===== src/rtl/alu_seq.sv =====
// alu_seq: WIDTH-bit sequential ALU with valid/ready handshakes on both sides.
// Eight opcodes (zero, pass A, add, sub, mul, and, or, xor). Non-multiply
// operations complete in one edge; multiply is an iterative shift-add taking
// WIDTH edges in state MUL.
// Handshake: an operation is accepted on a rising edge with in_valid && in_ready;
// a result is consumed on a rising edge with out_valid && out_ready. A consumed
// result and a new accept may share the same edge, so issue is bubble-free.
// Optional build macro: ALU_SAT_EN selects saturating add/sub/mul results.
module alu_seq #(
    parameter int WIDTH = 16
) (
    input  logic             clk,
    input  logic             reset,
    input  logic             in_valid,
    output logic             in_ready,
    input  logic [WIDTH-1:0] a,
    input  logic [WIDTH-1:0] b,
    input  logic [2:0]       opcode,
    output logic             out_valid,
    input  logic             out_ready,
    output logic [WIDTH-1:0] result,
    output logic             x_bit,
    output logic             z_bit,
    output logic             busy
);

    localparam int CW = $clog2(WIDTH + 1);

    localparam logic [2:0] OP_ZERO = 3'd0;
    localparam logic [2:0] OP_PASS = 3'd1;
    localparam logic [2:0] OP_ADD  = 3'd2;
    localparam logic [2:0] OP_SUB  = 3'd3;
    localparam logic [2:0] OP_MUL  = 3'd4;
    localparam logic [2:0] OP_AND  = 3'd5;
    localparam logic [2:0] OP_OR   = 3'd6;
    localparam logic [2:0] OP_XOR  = 3'd7;

    typedef enum logic [1:0] {
        IDLE = 2'd0,
        MUL  = 2'd1,
        DONE = 2'd2
    } state_t;

    // FSM state is kept as a named enum so checkers can bind to it directly.
    state_t state;
    state_t state_next;

    logic [CW-1:0]        cnt;
    logic [2*WIDTH-1:0]   mcand;
    logic [2*WIDTH-1:0]   acc;
    logic [WIDTH-1:0]     mplier;
    logic [WIDTH-1:0]     result_q;
    logic                 x_q;
    logic                 z_q;

    logic                 accept;
    logic                 last_step;
    logic [WIDTH:0]       add_ext;
    logic [WIDTH:0]       sub_ext;
    logic [WIDTH-1:0]     op_res;
    logic                 op_x;
    logic [2*WIDTH-1:0]   acc_step;
    logic [WIDTH-1:0]     mul_res;
    logic                 mul_x;

    assign in_ready  = (state == IDLE) || ((state == DONE) && out_ready);
    assign accept    = in_valid && in_ready;
    assign out_valid = (state == DONE);
    assign busy      = (state == MUL);
    assign last_step = (cnt == CW'(1));
    assign result    = result_q;
    assign x_bit     = x_q;
    assign z_bit     = z_q;

    assign add_ext  = {1'b0, a} + {1'b0, b};
    assign sub_ext  = {1'b0, a} - {1'b0, b};
    assign acc_step = acc + (mplier[0] ? mcand : '0);
    assign mul_x    = (acc_step[2*WIDTH-1:WIDTH] != '0);

    // Single-edge operations, evaluated from the operands presented at accept.
    always_comb begin
        op_res = '0;
        op_x   = 1'b0;
        case (opcode)
            OP_ZERO: op_res = '0;
            OP_PASS: op_res = a;
            OP_ADD: begin
                op_x = add_ext[WIDTH];
`ifdef ALU_SAT_EN
                op_res = add_ext[WIDTH] ? '1 : add_ext[WIDTH-1:0];
`else
                op_res = add_ext[WIDTH-1:0];
`endif
            end
            OP_SUB: begin
                // Borrow out of the extended subtraction means a < b unsigned.
                op_x = sub_ext[WIDTH];
`ifdef ALU_SAT_EN
                op_res = sub_ext[WIDTH] ? '0 : sub_ext[WIDTH-1:0];
`else
                op_res = sub_ext[WIDTH-1:0];
`endif
            end
            OP_AND:  op_res = a & b;
            OP_OR:   op_res = a | b;
            OP_XOR:  op_res = a ^ b;
            default: op_res = '0;
        endcase
    end

    // Final multiply result taken from the accumulator after the last add.
    always_comb begin
`ifdef ALU_SAT_EN
        mul_res = mul_x ? '1 : acc_step[WIDTH-1:0];
`else
        mul_res = acc_step[WIDTH-1:0];
`endif
    end

    // State register.
    always_ff @(posedge clk) begin
        if (reset) begin
            state <= IDLE;
        end else begin
            state <= state_next;
        end
    end

    // Next-state logic: accept has priority, since it is only possible in IDLE
    // or in DONE while the current result is being consumed.
    always_comb begin
        state_next = state;
        case (state)
            IDLE: begin
                if (accept) state_next = (opcode == OP_MUL) ? MUL : DONE;
            end
            MUL: begin
                if (last_step) state_next = DONE;
            end
            DONE: begin
                if (accept) begin
                    state_next = (opcode == OP_MUL) ? MUL : DONE;
                end else if (out_ready) begin
                    state_next = IDLE;
                end
            end
            default: state_next = IDLE;
        endcase
    end

    // Datapath: capture on accept, iterate the multiplier, hold results in DONE.
    always_ff @(posedge clk) begin
        if (reset) begin
            cnt      <= '0;
            mcand    <= '0;
            acc      <= '0;
            mplier   <= '0;
            result_q <= '0;
            x_q      <= 1'b0;
            z_q      <= 1'b0;
        end else if (accept) begin
            if (opcode == OP_MUL) begin
                mcand  <= {{WIDTH{1'b0}}, a};
                mplier <= b;
                acc    <= '0;
                cnt    <= CW'(WIDTH);
            end else begin
                result_q <= op_res;
                x_q      <= op_x;
                z_q      <= (op_res == '0);
            end
        end else if (state == MUL) begin
            acc    <= acc_step;
            mcand  <= mcand << 1;
            mplier <= mplier >> 1;
            cnt    <= cnt - CW'(1);
            if (last_step) begin
                result_q <= mul_res;
                x_q      <= mul_x;
                z_q      <= (mul_res == '0);
            end
        end
    end

endmodule


===== config.mk =====
export PLATFORM = sky130hd
export DESIGN_NAME = alu_seq
export DESIGN_NICKNAME = d
export VERILOG_FILES = /design/src/rtl/alu_seq.sv
export SDC_FILE = /design/constraint.sdc
export NUM_CORES = 1
export LEC_CHECK = 0
export BUFFER_PORTS_ARGS = -buffer_cell sky130_fd_sc_hd__buf_4
export CAP_MARGIN = 30
export CORE_ASPECT_RATIO = 0.7
export CORE_MARGIN = 2
export CORE_UTILIZATION = 56
export DETAILED_ROUTE_END_ITERATION = 6
export PLACE_DENSITY = 0.78
export SLEW_MARGIN = 20
export SYNTH_ARGS = -nofsm -noshare
export SYNTH_HDL_FRONTEND = slang
export SYNTH_SLANG_ARGS = --single-unit

===== constraint.sdc =====
create_clock -name clk -period 3.9 [get_ports clk]
set_clock_uncertainty 0.15 [all_clocks]
set_input_delay 0.39 -clock clk [delete_from_list [all_inputs] [get_ports clk]]
set_output_delay 0.39 -clock clk [all_outputs]
set_load 0.05 [all_outputs]

Word level (Yosys, flattened, before mapping)

Cells that the tools add are included.

Bits in registers: 105
Latch bits: 0
RAM bits: 0
Memory bits (read-only): 0
Input bits: 39
Output and inout bits: 21
Word-level logic and storage cells: 75
Memories kept: 0

Add/sub/neg operators: 4
$mul: 0
Div/mod/pow operators: 0
Order comparisons: 0
Equality and inequality tests: 15
Shift-type cells: 0
Multiplexer cells: 33
Bitwise logic cells: 3
Reduce and logical (&&, ||, !) cells: 12

Operator list:

| kind                  | number |
|---|---|
| $mux W32              | 7 |
| $mux W16              | 7 |
| $pmux W16 S6          | 1 |
| $add A32 B32 Y32      | 1 |
| $logic_not A16 Y1     | 2 |
| $add A16 B16 Y17      | 1 |
| $sub A16 B16 Y17      | 1 |
| $and A16 B16 Y16      | 1 |
| $or A16 B16 Y16       | 1 |
| $reduce_bool A16 Y1   | 1 |
| $xor A16 B16 Y16      | 1 |
| $mux W5               | 3 |
| $eq A3 B3 Y1 const B  | 4 |
| $mux W2               | 5 |
| $mux W1               | 8 |
| $eq A3 B2 Y1 const B  | 2 |
| $pmux W2 S3           | 1 |
| $reduce_and A3 Y1     | 2 |
| $eq A5 B1 Y1 const B  | 1 |
| $sub A5 B1 Y5 const B | 1 |
| $ne A2 B1 Y1 const B  | 2 |
| $ne A2 B2 Y1 const B  | 2 |
| $reduce_bool A2 Y1    | 2 |
| $eq A3 B1 Y1 const B  | 1 |
| other kinds (8)       | 9 |

Longest topological paths before layout

Gate-level depths: netlist of the first run.

Word-level depth: 6
Depth in mapped cells: 13
Gate-level depth less buffers: 13

Worst setup path before layout of the first run

Ideal clock, no wire load.

Kind: reg-to-reg
Start: register mplier[0]
End: register x_q, in the netlist x_bit
Library setup time: 0.125 ns
Arrival: 3.629 ns
Data required time: 3.625 ns
Setup slack: -0.004 ns
Cell stages (with the launch flop): 14
Path buffers: 1
Clock period less this slack: 3.904 ns
Cell sequence: dfxtp_1 clkbuf_1 and2_1 ha_1 fa_1 a21o_1 a221o_1 o2111a_2 a2111o_1 a21o_1 a22oi_1 nand4_1 or4_1 o41a_1

Cells in the longest elaborated chain, start to end: 6

RTL lines:

| element                | line | source |
|---|---|---|
| from (decl)            | 51   | `logic [WIDTH-1:0] mplier;` |
| from (signal assigned) | 175  | `mplier <= mplier >> 1;` |
| $mux W32               | 77   | `assign acc_step = acc + (mplier[0] ? mcand : '0);` |
| $add A32 B32 Y32       | 77   |  |
| $reduce_bool A16 Y1    | 78   | `assign mul_x = (acc_step[2*WIDTH-1:WIDTH] != '0);` |
| $mux W1                | 177  | `if (last_step) begin` |
| $mux W1                | 172  | `end else if (state == MUL) begin` |
| $mux W1                | 161  | `end else if (accept) begin` |
| to (signal assigned)   | 169  | `x_q <= op_x;` |
| to (signal assigned)   | 179  | `x_q <= mul_x;` |
| to (decl)              | 53   | `logic x_q;` |

Every way passes these cells. The select of a mux whose other input is x is not followed.
A chain may end at the register's enable or synchronous reset.

Worst setup path in the final report of the first run

Ends and elaborated chain as after synthesis.

==> results of run 1 <==
[final timing paths]
path           endpoint  slack (ns)  cells past startpoint
max               x_bit        0.16                     13
min          mplier[13]        0.16                      3
max reg2reg       x_bit        0.16                     13
min reg2reg   mcand[14]        0.32                      2
[what timing repair did]
action | in CTS | in global routing
resized for setup | 1 | 26
pin swaps | 0 | 13
buffers inserted | 0 | 4
setup endpoints to repair | 1 | 1
gates cloned | 0 | 0
[Yosys cell counts (5+ instances only)]
master	number	area (sq um)
nand2_1	143	537
nor2_1	111	417
a21oi_1	110	551
dfxtp_1	105	2100
ha_1	84	1050
clkbuf_1	74	278
inv_1	59	221
nand3_1	54	270
and2_1	36	225
o21ai_0	36	180
nor3_1	35	175
a22oi_1	32	240
xnor2_1	25	219
a21o_1	24	180
a311oi_1	23	201
a211oi_1	18	135
mux2i_1	17	170
a31oi_1	16	100
xor2_1	15	131
nor2b_1	14	87.6
a2111oi_0	12	105
nand2b_1	11	68.8
nand4_1	11	68.8
o211ai_1	11	82.6
or4_1	9	67.6
and3_1	8	50.1
o21a_1	8	60.1
o22ai_1	8	50.1
or3_1	8	50.1
nor4_1	7	43.8
o21bai_1	7	52.6
buf_1	6	22.5
or2_2	6	37.5
o2111ai_1	5	43.8
[cells by family (layout without fill, tap and decap cells)]
family / after synthesis / in the layout
AO/OA/AOI/OAI: 369 / 369
XOR/XNOR: 40 / 40
adder cells (fa/ha/maj): 87 / 87
buffers and inverters: 143 / 195
flip-flops: 105 / 105
multiplexers: 19 / 19
AND/OR/NAND/NOR: 466 / 466
[worst max-delay path: cells and delay by family (launching register included)]
kind | cells | cell delay (ns)
compound gates | 5 | 1.25
buf+inv | 1 | 0.15
fa+ha+maj | 2 | 0.52
simple gates | 5 | 1.23
flops | 1 | 0.34
[sequential cells by signal (all words and copies together), names as in the netlist]
register	cells
acc	32
mcand	32
mplier	16
result	16
cnt	5
state	2
x_bit	1
z_bit	1
[per-stage QoR]
stage | util (%) | cell area (sq um) | total power, W
floorplan | - | 9040 | 0.00160
global placement | 62.9 | 9840 | 0.00182
detailed placement | 62.9 | 9840 | 0.00183
CTS | 64.9 | 10200 | 0.00276
global route | 66.0 | 10300 | 0.00288
finish | 66.0 | 10300 | 0.00277
[cell type report]
class / instances / area share [%]
multi-input combinational: 981 / 63.3
sequential: 105 / 20.4
timing repair buffer: 118 / 8.65
tap: 200 / 2.42
inverter: 61 / 2.22
clock buffer: 9 / 2.18
clock inverter: 7 / 0.812
[metal layers]
metal / wire [microns] / global-route usage (%) / share of wire (%) / up-vias
met5: 0 / 0 / 0 / -
met4: 327 / 5.24 / 1.1 / 0
met3: 4000 / 11.7 / 14 / 34
met2: 11100 / 45.1 / 38 / 552
met1: 13800 / 52.5 / 47 / 4431
li1: - / - / - / 4559
[where the power goes]
group / total [W] / internal (W) / switching, W
registers: 0.00113 / 0.00110 / 0.0000240
logic: 0.000712 / 0.000253 / 0.000458
clock network: 0.000931 / 0.000457 / 0.000474
total: 0.00277 / 0.00181 / 0.000957
==> summary.txt, run 1 <==
Worst hold path
  • Worst min-delay path startpoint: b[13]
  • Hold Path Class: in -> reg

Cells and area
  • Fill count: around 1400
  • Most frequent cells in the layout: 142 x nand2_1, 116 x buf_4, 110 x nor2_1
  • P&R area growth vs syn: 14.3%
  • # nets final: 1402
  • Reg area: between 2000 and 2500 sq um
  • Layout cells sized above 1: 13.5%
  • Multi-input logic area: around 6500 sq um
  • Fin cells: around 1500
  • Diodes inserted: 0
  • Most common cell after layout, fill and taps aside: nand2_1

Synth
  • Post-synth net total: between 1000 and 1500
  • Synth unique cells: 77
  • Post-synthesis adder-cell area fraction: 12.3%
  • Post-synthesis sequential area ratio: 23.3%
  • #FFs+latches synth: 105
  • Cell Area, Synth: 9040 sq um
  • Simple-gate area share of the yosys netlist: between 20% and 30%
  • Area share of xor/xnor cells in the synthesized design: under 10%
  • Ys Warns: 0
  • EDFF count, synth: 0
  • Largest family of logic cells by synthesized area: compound AO/OA/AOI/OAI gates
  • Post-synthesis async set-or-reset flop share: 0%
  • Syn Area/Cell: roughly 7.4 sq um
  • Cells after Synth: 1229
  • Main synth FF type: dfxtp_1
  • Multiplexer share of the synthesized area: 2.13%
  • Synth Area in Compound Gates: 28.0%

Outcome
  • Status: finished, final reports clean

Routing
  • Drc violations: 0
  • Vias per inst: about 6.5
  • Vias: 9576
  • DRT Wirelength: 29200 microns
  • Final ANT Viol Nets: 0
  • TritonRoute pass-1 iters: 6
  • First-iteration detailed-routing DRC count: 1243
  • Drt wl/cell: 19.7 microns

Worst setup path
  • Startpoint Class: flop
  • Slowest CP cell: or4_4
  • CP cell instances: and2_4, ha_4, fa_2, a21o_1, a221o_1, buf_6, o2111ai_4, a2111oi_4, nand4bb_4, nor4_4, nand4_1, or4_4, o41a_1
  • CP Max Fanout: 3
  • Worst setup EP type: flop
  • CP Launch Point: mplier[0]
  • Crit Path Class: reg -> reg
  • Slowest cell delay on critical path: 0.42 ns
  • Worst reg2reg startpoint: mplier[0]
  • Crit path DAT: between 3 and 4 ns
  • Critical Path RT: between 4 and 5 ns

Clock tree
  • Hold_buf cts: 0
  • Clock slew seen by the registers of the worst setup and hold paths: 0.08 ns
  • TritonCTS clock tree: built
  • Max clock buf depth: 2
  • Htree depth: 3
  • Clock root buffer: clkbuf_16
  • TritonCTS sink count: 105
  • Clk_lat worst skew: 0.37 ns
  • CTS Buf Count: 9

Placed design
  • Post-Place Cells: about 1500
  • Place WS: 0.00431 ns
  • Port bufs: 59
  • Placer Congestion: 1.03
  • Final HPWL DP: 21800 microns

Die
  • Initial Util: 57.8%
  • CORE AREA: 15600 sq um
  • Die Ht: 110 microns
  • # IOs: 60
  • Rows: 38
  • Die width: around 160 microns
  • Die area: approximately 17000 sq um

Global route
  • First-pass GRT wire length: 45800 microns
  • Gr usage total: 34.0%
  • Initial antenna violation count: 0
  • Number of global-route vias before repair: 8344
  • Largest net degree at the start of global routing: 93
  • Total gr overflow: 0

STA
  • Max-slew headroom: 31.9%
  • # setup viols final: 0
  • Fin. Hold Viols: 0
  • RSZ-0062 raised after global routing: true
  • Min Clock Period, post-route: 3.74 ns
  • Setup TNS: 0 ns
  • Peak Freq: between 200 and 300 MHz
  • Slew @ Worst Pin: 0.996 ns
  • Slew Limit Fails: 0
  • Min setup slack post-route: between 0.15 and 0.2 ns
  • Hold_ws: 0.159 ns
  • Final period utilization: 96.0%

Power
  • Leakage: 4.45 nW
  • Pwr dens: 268 nW/um^2
  • Max IR drop VDD: 194 uV

Job
  • Max-cap violations: 0
Power figures use the tool's default switching activity.
==> run 2: changes to the inputs <==
Settings changed: CORE_UTILIZATION 56 to 64, PLACE_DENSITY 0.78 to 0.84.
Clock period 3.9 ns to 4.6 ns, I/O delays scaled along.
==> run 2 against run 1 <==
Clock-buffer cell count stayed put; worst hold slack improved by 0.059 ns; critical endpoint unchanged; wire length decreased by 3.5%; sequential power shrank 15%; largest power group unchanged; largest cell class unchanged; die area is 12% lower.
==> summary.txt, run 2 (synthesized netlist as in run 1, its figures left out) <==
Outcome
  • Status: finished, final reports clean

Worst setup path
  • Slowest CP cell: or4_1
  • Slowest cell delay on critical path: 0.43 ns (about the same)
  • R2r endpoint: x_bit
  • Crit path DAT: 4.18 ns (+0.33 ns)
  • Worst setup EP type: flop
  • CP Max Fanout: 10 (+7)
  • CP cell instances: and2_1, ha_1, fa_1, a21o_1, a221o_1, o2111a_2, a2111o_1, a21o_1, a22oi_1, nand4_1, or4_1, o41a_1
  • CP most frequent cell: a21o_1
  • Critical Path RT: 4.70 ns (+0.69 ns)
  • Worst reg2reg startpoint: mplier[0]
  • Reg2Reg Setup Slack: 0.52 ns (+0.37 ns)
  • Startpoint Class: flop
  • Crit Path Class: reg -> reg
  • Worst R2R Path Depth: 12 (-1)

Routing
  • DRT Wirelength: 28200 microns (-3.5%)
  • Drt wl/cell: 19.6 microns (-0.29%)
  • Drc violations: 0 (unchanged)
  • Vias per inst: 6.71 (+3.8%)
  • First-iteration detailed-routing DRC count: 1145 (-7.9%)
  • TritonRoute pass-1 iters: 6 (unchanged)
  • Final ANT Viol Nets: 0 (unchanged)
  • Vias: 9618 (+0.44%)

STA
  • Slew @ Worst Pin: 1.01 ns (+0.0149 ns)
  • Setup TNS: 0 ns (unchanged)
  • RSZ-0062 raised after global routing: false
  • Min Clock Period, post-route: 4.08 ns (+0.334 ns)
  • Hold_ws: 0.218 ns (+0.0591 ns)
  • Slew Limit Fails: 0 (unchanged)
  • # setup viols final: 0 (unchanged)
  • Max-slew headroom: 30.9% (-1.0 points)
  • Fin. Hold Viols: 0 (unchanged)
  • Peak Freq: 245 MHz (-8.2%)
  • Final period utilization: 88.6% (-7.4 points)

Clock tree
  • Max clock buf depth: 2 (unchanged)
  • Htree depth: 3 (unchanged)
  • TritonCTS sink count: 105 (unchanged)
  • Clock slew seen by the registers of the worst setup and hold paths: 0.08 ns (about the same)
  • Clock root buffer: clkbuf_16
  • Hold_buf cts: 0 (unchanged)
  • Post-CTS resize count: 0 (-1)
  • Setup Buffers After CTS: 0 (unchanged)
  • CTS Buf Count: 9 (unchanged)
  • TritonCTS clock tree: built
  • Clk_lat worst skew: 0.37 ns (about the same)

Power
  • Switching pwr: 0.000803 W (-16%)
  • Pwr dens: 240 nW/um^2 (-10%)
  • Max IR drop VDD: 182 uV (-5.9%)
  • Clock power share: 35.1% (+1.5 points)
  • Reg power frac: 40.2% (-0.5 points)
  • Sw frac: 33.8% (-0.79 points)
  • Int Power: 0.00158 W (-13%)
  • Leakage: 4.24 nW (-4.7%)
  • Post-layout power: 0.00238 W (-14%)
  • Gate power share: 24.7% (-1.0 points)

Global route
  • Gr usage total: 37.0% (+3.0 points)
  • First-pass GRT wire length: 44500 microns (-2.8%)
  • Largest net degree at the start of global routing: 85 (-8.6%)
  • Initial antenna violation count: 1 (+1)
  • Total gr overflow: 0 (unchanged)
  • Number of global-route vias before repair: 8332 (-0.14%)

Worst hold path
  • Hold Path End: mplier[15]
  • Hold Path Class: in -> reg
  • Worst Hold Depth: 3 (unchanged)
  • Worst min-delay path startpoint: b[15]

Cells and area
  • Layout cells sized above 1: 9.42% (-4.1 points)
  • Final core occ: 71.3% (+5.3 points)
  • # nets final: 1363 (-2.8%)
  • Multi-input logic area: 6400 sq um (-2.1%)
  • Most frequent cells in the layout: 143 x nand2_1, 110 x a21oi_1, 110 x nor2_1
  • P&R area growth vs syn: 9.41%
  • Most common cell after layout, fill and taps aside: nand2_1
  • Fill count: 1149 (-16%)
  • Reg area: 2100 sq um (-0.12%)
  • Top Registers: acc: 32 flops, mcand: 32 flops

Die
  • CORE AREA: 13900 sq um (-11%)
  • Die width: 146 microns (-6.3%)
  • Rows: 36 (-5.3%)
  • Die area: 15100 sq um (-12%)
  • # IOs: 60 (unchanged)
  • Initial Util: 65.2% (+7.4 points)
  • Die Ht: 103 microns (-6.2%)

Job
  • Max-cap violations: 0 (unchanged)

Placed design
  • Final HPWL DP: 20900 microns (-3.9%)
  • Placer Congestion: 0.977 (-5.2%)
  • Port bufs: 59 (unchanged)
==> run 2: changes by cell type in the layout (fill, tap and decap cells not counted), sizes merged <==
cell	change
buf	-39
diode	+1
inv	+1
clkinvlp	-2
bufinv	+1
==> run 2: power groups by stage <==
| stage | registers (W) | logic (W) | clock network [W] |
|---|---|---|---|
| finish | 0.000955 | 0.000588 | 0.000835 |
| global route | 0.000957 | 0.000629 | 0.000870 |
| CTS | 0.000954 | 0.000567 | 0.000838 |
| detailed placement | 0.000975 | 0.000564 | 0 |
| global placement | 0.000974 | 0.000553 | 0 |
| floorplan | 0.00101 | 0.000349 | 0 |
==> run 2: worst max path at each step <==
stage | start | depth (start not counted) | to | slack [ns]
floorplan | mplier[0] | 13 | x_bit | 0.70
global placement | a[0] | 14 | z_bit | 0.47
detailed placement | a[0] | 14 | z_bit | 0.49
CTS | mplier[0] | 12 | x_bit | 0.56
global route | mplier[0] | 12 | x_bit | 0.38
finish | mplier[0] | 12 | x_bit | 0.52
==> run 2: final cells by class <==
type,count,area share (%)
Timing Repair Buffer,79,6.11
Sequential cell,105,21.3
Clock buffer,9,2.28
Multi-Input combinational cell,981,64.7
Antenna cell,1,0.0253
Clock inverter,7,0.873
Inverter,61,2.31
Tap cell,190,2.40
==> run 2: stage by stage <==
stage,setup WS [ns],std cells,instance area [sq um]
CTS,0.557,1431,9880
floorplan,0.696,1229,9040
detailed placement,0.491,1415,9570
global route,0.377,1432,9890
global placement,0.470,1413,9540
finish,0.522,1433,9890
==> run 2: layer usage <==
| layer | wire, microns | vias to the layer above | part of all wire [%] | GRT usage [%] |
|---|---|---|---|---|
| met5 | 0 | - | 0 | 0 |
| met4 | 474 | 0 | 1.7 | 6.65 |
| met3 | 4270 | 57 | 15 | 12.6 |
| met2 | 10800 | 658 | 38 | 51.5 |
| met1 | 12600 | 4414 | 45 | 55.4 |
| li1 | - | 4489 | - | - |
==> run 2: critical path, delay by kind of cell, from the launching register on <==
| family | cells | cell delay (ns) |
|---|---|---|
| AOI/OAI and AO/OA | 7 | 2.10 |
| adders and majority gates | 2 | 0.61 |
| DFF | 1 | 0.38 |
| and+or+nand+nor | 3 | 0.73 |
